File: config.mk
export PLATFORM = sky130hd
export DESIGN_NAME = fetch_pc_unit
export DESIGN_NICKNAME = d
export VERILOG_FILES = /design/src/rtl/fetch_pc_unit_pkg.sv /design/src/rtl/fetch_pc_unit_adder.sv /design/src/rtl/fetch_pc_unit.sv
export SDC_FILE = /design/constraint.sdc
export NUM_CORES = 1
export LEC_CHECK = 0
export ABC_AREA = 1
export CORE_MARGIN = 2
export CORE_UTILIZATION = 45
export DETAILED_ROUTE_END_ITERATION = 10
export PLACE_DENSITY_LB_ADDON = 0.25
export REMOVE_ABC_BUFFERS = 1
export SLEW_MARGIN = 20
export SYNTH_ARGS = -nofsm -noshare
export SYNTH_HDL_FRONTEND = slang
export SYNTH_SLANG_ARGS = --single-unit
File: constraint.sdc
create_clock -name clk -period 3.7 [get_ports clk]
set_clock_uncertainty 0.1 [all_clocks]
set_input_delay 0.74 -clock clk [delete_from_list [all_inputs] [get_ports clk]]
set_output_delay 0.74 -clock clk [all_outputs]
set_load 0.01 [all_outputs]
File: src/rtl/fetch_pc_unit_pkg.sv
// Shared types and constants for the instruction-fetch front end.
package fetch_pc_unit_pkg;

  typedef enum logic [1:0] {
    S_BOOT  = 2'd0,
    S_FETCH = 2'd1,
    S_ISSUE = 2'd2
  } state_t;

  localparam logic [31:0] PC_STEP          = 32'd4;
  localparam logic [31:0] DEF_RESET_VECTOR = 32'h0000_0000;
  localparam logic [31:0] DEF_EXC_VECTOR   = 32'h8000_0180;

  // MIPS immediate word offset -> sign-extended byte displacement
  function automatic logic [31:0] branch_disp(input logic [15:0] off);
    return {{14{off[15]}}, off, 2'b00};
  endfunction

endpackage

File: src/rtl/fetch_pc_unit_adder.sv
// Plain modulo-2^W adder shared by the PC+4 and branch-target paths.
module fetch_pc_unit_adder #(
  parameter int W = 32
) (
  input  logic [W-1:0] a,
  input  logic [W-1:0] b,
  output logic [W-1:0] sum
);

  assign sum = a + b;

endmodule

File: src/rtl/fetch_pc_unit.sv
// Instruction-fetch front end: PC register, next-PC select and imem handshake.
//
// state   | meaning
// S_BOOT  | one idle cycle after reset release
// S_FETCH | imem_req high at pc, waiting for imem_ready
// S_ISSUE | inst valid to decode; advance pc when not stalled
module fetch_pc_unit
  import fetch_pc_unit_pkg::*;
#(
  parameter logic [31:0] RESET_VECTOR = DEF_RESET_VECTOR,
  parameter logic [31:0] EXC_VECTOR   = DEF_EXC_VECTOR
) (
  input  logic        clk,
  input  logic        rst_n,
  input  logic        stall,
  input  logic        branch_taken,
  input  logic [15:0] branch_offset,
  input  logic        jump,
  input  logic [25:0] jump_target,
  input  logic        jump_reg,
  input  logic [31:0] jr_addr,
  input  logic        err_clr,
  output logic        imem_req,
  output logic [31:0] imem_addr,
  input  logic        imem_ready,
  input  logic [31:0] imem_rdata,
  output logic        inst_valid,
  output logic [31:0] inst,
  output logic [31:0] pc,
  output logic [31:0] pc_plus4,
  output logic        addr_err
);

  state_t      state, state_next;
  logic [31:0] branch_target;
  logic [31:0] next_pc;
  logic        issue_go;
  logic        jr_fault;

  fetch_pc_unit_adder #(.W(32)) u_add_seq (
    .a   (pc),
    .b   (PC_STEP),
    .sum (pc_plus4)
  );

  fetch_pc_unit_adder #(.W(32)) u_add_br (
    .a   (pc_plus4),
    .b   (branch_disp(branch_offset)),
    .sum (branch_target)
  );

  // Outputs decode straight from state so an async reset drops them at once
  assign imem_req   = (state == S_FETCH);
  assign inst_valid = (state == S_ISSUE);
  assign imem_addr  = pc;
  assign issue_go   = (state == S_ISSUE) && !stall;

  always_comb begin
    state_next = state;
    next_pc    = pc_plus4;
    jr_fault   = 1'b0;

    case (state)
      S_BOOT:  state_next = S_FETCH;
      S_FETCH: if (imem_ready) state_next = S_ISSUE;
      S_ISSUE: if (!stall) state_next = S_FETCH;
      default: state_next = S_BOOT;
    endcase

    if (jump_reg) begin
      if (jr_addr[1:0] == 2'b00) begin
        next_pc = jr_addr;
      end else begin
        next_pc  = EXC_VECTOR;
        jr_fault = issue_go;
      end
    end else if (jump) begin
      next_pc = {pc_plus4[31:28], jump_target, 2'b00};
    end else if (branch_taken) begin
      next_pc = branch_target;
    end
  end

  always_ff @(posedge clk or negedge rst_n) begin
    if (!rst_n) begin
      state    <= S_BOOT;
      pc       <= RESET_VECTOR;
      inst     <= 32'd0;
      addr_err <= 1'b0;
    end else begin
      state <= state_next;
      if (issue_go) pc <= next_pc;
      if ((state == S_FETCH) && imem_ready) inst <= imem_rdata;
      // a new fault outranks a concurrent clear
      if (jr_fault)     addr_err <= 1'b1;
      else if (err_clr) addr_err <= 1'b0;
    end
  end

endmodule

==> results of run 1 <==
-- placed cells by master, fill, tap and decap left out, drive strengths merged, types with 2 or more instances in the layout --
| master | instances |
|---|---|
| nor3 | 7 |
| a21oi | 34 |
| nand3 | 67 |
| nand2 | 478 |
| and2 | 8 |
| inv | 215 |
| mux2 | 32 |
| clkinv | 2 |
| xor2 | 12 |
| nand4 | 12 |
| dfrtp | 67 |
| a22oi | 3 |
| nand3b | 2 |
| o221ai | 2 |
| a21boi | 21 |
| clkbuf | 9 |
| buf | 20 |
| ha | 36 |
| or2 | 8 |
| o21ai | 27 |
| clkdlybuf4s50 | 243 |
| o211ai | 3 |
| clkinvlp | 2 |
| nor2 | 90 |
-- path summary, 6_finish.rpt --
check	from	end	slack (ps)	cells after the start
setup / recovery	imem_addr[3]	imem_addr[22]	240	18
hold / removal	rst_n	addr_err	320	1
setup reg to reg	imem_addr[3]	imem_addr[22]	240	18
hold reg to reg	state[1]	state[0]	390	1
max in group asynchronous	rst_n	imem_addr[29]	2410	2
min in group clk	state[1]	state[0]	390	1
-- power groups by stage --
stage / clock network [uW] / registers (uW) / logic [uW]
after CTS: 914 / 1490 / 5340
after floorplan: 0 / 1650 / 2600
after detailed placement: 0 / 1500 / 5300
after global placement: 0 / 1480 / 5290
final: 904 / 1510 / 5390
after global routing: 941 / 1560 / 5890
-- sequential cells by signal, summed over array words and instances, names as in the netlist --
name       cells
imem_addr     32
inst          32
state          2
addr_err       1
-- cell usage after synthesis (4+ instances only) --
| cell type | number |
|---|---|
| a21boi_1 | 16 |
| a21oi_1 | 34 |
| and2_1 | 7 |
| buf_2 | 7 |
| buf_4 | 36 |
| clkbuf_1 | 11 |
| dfrtp_1 | 67 |
| ha_1 | 36 |
| inv_1 | 207 |
| inv_2 | 5 |
| mux2_2 | 32 |
| nand2_1 | 467 |
| nand2_2 | 8 |
| nand3_1 | 66 |
| nand4_1 | 12 |
| nor2_1 | 79 |
| nor2_2 | 4 |
| nor2_4 | 6 |
| nor3_1 | 6 |
| o21ai_0 | 18 |
| o21ai_1 | 9 |
| or2_2 | 5 |
| xor2_1 | 12 |
-- logic make-up (layout without fill, tap and decap cells) --
family / after synthesis / after routing / synth area share
muxes: 32 / 32 / 0.05020
DFF: 67 / 67 / 0.2336
and+or+nand+nor: 672 / 672 / 0.3938
AOI/OAI and AO/OA: 95 / 95 / 0.07983
buffers and inverters: 268 / 492 / 0.1612
adders and majority gates: 37 / 37 / 0.06554
xor gates and xnor gates: 13 / 13 / 0.01586
-- repair_timing --
action	CTS	global route
hold buffers	0	0
setup endpoints to repair	0	16
gates resized for setup	0	6
-- area by class of cell --
cell class / instances / area, sq um / area share
clock inverters: 7 / 82.58 / 0.008244
multi-input cells: 849 / 4368 / 0.4360
repair buffers: 263 / 2592 / 0.2588
clock buffers: 9 / 225.2 / 0.02248
well taps: 216 / 270.3 / 0.02698
flip-flops and latches: 67 / 1679 / 0.1676
inverters: 213 / 799.5 / 0.07982
-- worst reg2reg max path, delay by kind of cell, from the launching register on --
family,cells,cell delay (ps)
DFF,1,470
AOI/OAI and AO/OA,1,130
adders and majority gates,2,600
buffers and inverters,3,290
xor gates and xnor gates,1,240
and+or+nand+nor,11,1550
-- stage by stage --
stage | setup WS, ps | hold WS [ps] | std cells | power (uW)
2_1_floorplan | 714.4 | 344.4 | 1129 | 4248
3_3_place_gp | 31.56 | 367.5 | 1608 | 6768
3_5_place_dp | 37.51 | 373.6 | 1608 | 6794
4_1_cts | 1.652 | 328.1 | 1624 | 7748
5_1_grt | 16.47 | 351.2 | 1624 | 8393
6_report | 239.1 | 316.6 | 1624 | 7808
-- metal layers --
metal,up-vias,global-route usage,wire length [um]
met2,347,0.5765,13470
li1,4039,-,-
met4,0,0.1170,899
met1,3814,0.4288,11650
met3,52,0.05617,2212
met5,-,0,0
==> impl_metrics.tcl, run 1 <==
set metrics [dict create \
    swShare 0.4802 \
    grt_pass1_vias 7993 \
    fin_util 0.6375 \
    grt_max_degree 35 \
    yosys_warnings 0 \
    crit_chain "ha_4 -> inv_2 -> nor2_4 -> nand2_2 -> nor2_1 -> xor2_1 -> inv_1 -> ha_1 -> nand2_1 -> nor2_1 -> inv_1 -> nor2_1 -> nand3_1 -> nand4_1 -> nand3_1 -> nand2_1 -> nand2_1 -> a21boi_1" \
    setup_violations 0 \
    cp-end-kind "flip-flop" \
    finalSetupTns_ps 0 \
    period_needed_ps 3461 \
    power.share.clock 0.116 \
    worstSetupPathType "flip-flop to flip-flop" \
    rsz0062_at_grt "no" \
    io_buffers 244 \
    num_antenna_cells 0 \
    wl_mm 28.24 \
    clk_pin_slew_ps 60 \
    fill_cells 1528 \
    clock_latency_ps 340 \
    outcome "completed" \
    netlist_area_sq_mm 0.007178 \
    seqPwrFrac 0.194 \
    die_h_um 130.3 \
    tightest_slew_ps 674.7 \
    worst_ep_arrival_time_ps 3620 \
    total_leakage_power_uw 0.005222 \
    powerDensity_mw_per_mm2 779.5 \
    maxSlewHeadroom 0.5497 \
    dpl.hpwl_mm 23.31 \
    syn_to_final_growth_pct 39.55 \
    crit_buf_inv 3 \
    start_util 0.4568 \
    row_count 46 \
    p_comb_frac 0.690 \
    cp-start-kind "flip-flop" \
    place_congestion 1.000 \
    cts_setup_buffers 0 \
    ios 245 \
    period_share 0.9354 \
    ys_seq_area_frac 0.2336 \
    path_delay_family "simple AND/OR/NAND/NOR gates" \
    cts_tree "built" \
    via_per_inst 5.081 \
    via_count 8252 \
    core_sq_mm 0.01571 \
    route.detailed.drc 0 \
    cts-root-buf "clkbuf_16" \
    die-area_sq_mm 0.01698 \
    synth_top_area_frac 0.2442 \
    p_switching_uw 3750 \
    cts_buffers 9 \
    slew_viol_final 0 \
    clock_sinks 67 \
    drive_gt1_frac 0.07813 \
    ant_nets 0 \
    die_w_um 130.3 \
    min-delay-path-class "input pin to asynchronous set/reset pin" \
    cpPeakStageDelay_ps 470 \
    synth_edf_count 0 \
    slowest_stage "dfrtp_1" \
    worstPathMaxFanout 6 \
    final_area_sq_mm 0.01002 \
    max_freq_mhz 288.9 \
    cap_violations 0 \
    htreeDepth 3 \
    dpl_cell_area_sq_mm 0.009689 \
    avgSynthCellArea_sq_um 6.063 \
    drtIter0Drc 753 \
    fin_nets 1554 \
    dr.pass1.iters 5 \
    ir_drop_mv 0.5241 \
    antenna_found_initial 0 \
    ys_types 45 \
    async_flop_share 1.000 \
    grt-ovfl-total 0 \
    hold_viol 0 \
    p_int_uw 4058 \
    critPathRequiredTime_ps 3860 \
    grt_pass1_wl_mm 42.82 \
    grt_use_total 0.3363 \
    netlist_instances 1184 \
    synth_seq_cells 67 \
    ys.flop_type "dfrtp_1" \
    synth_area_leaders "nand2_1 24%, dfrtp_1 23%, inv_1 11%" \
    clk_path_buf_depth 2 \
    yosys.area.top_type "nand2_1" \
    routedWlPerCell_um 17.39 \
]
(Power assumes the default switching activity.)
==> run 2, diff against run 1 <==
HOLD_SLACK_MARGIN = 0.02   (was default)
==> results of run 2 <==
No change in the layout: final DEF, timing and power equal those of run 1.
==> run 3, diff against run 2 <==
SKIP_CTS_REPAIR_TIMING = 1   (was default)
==> results of run 3 <==
No change in the layout: final DEF, timing and power equal those of run 1.
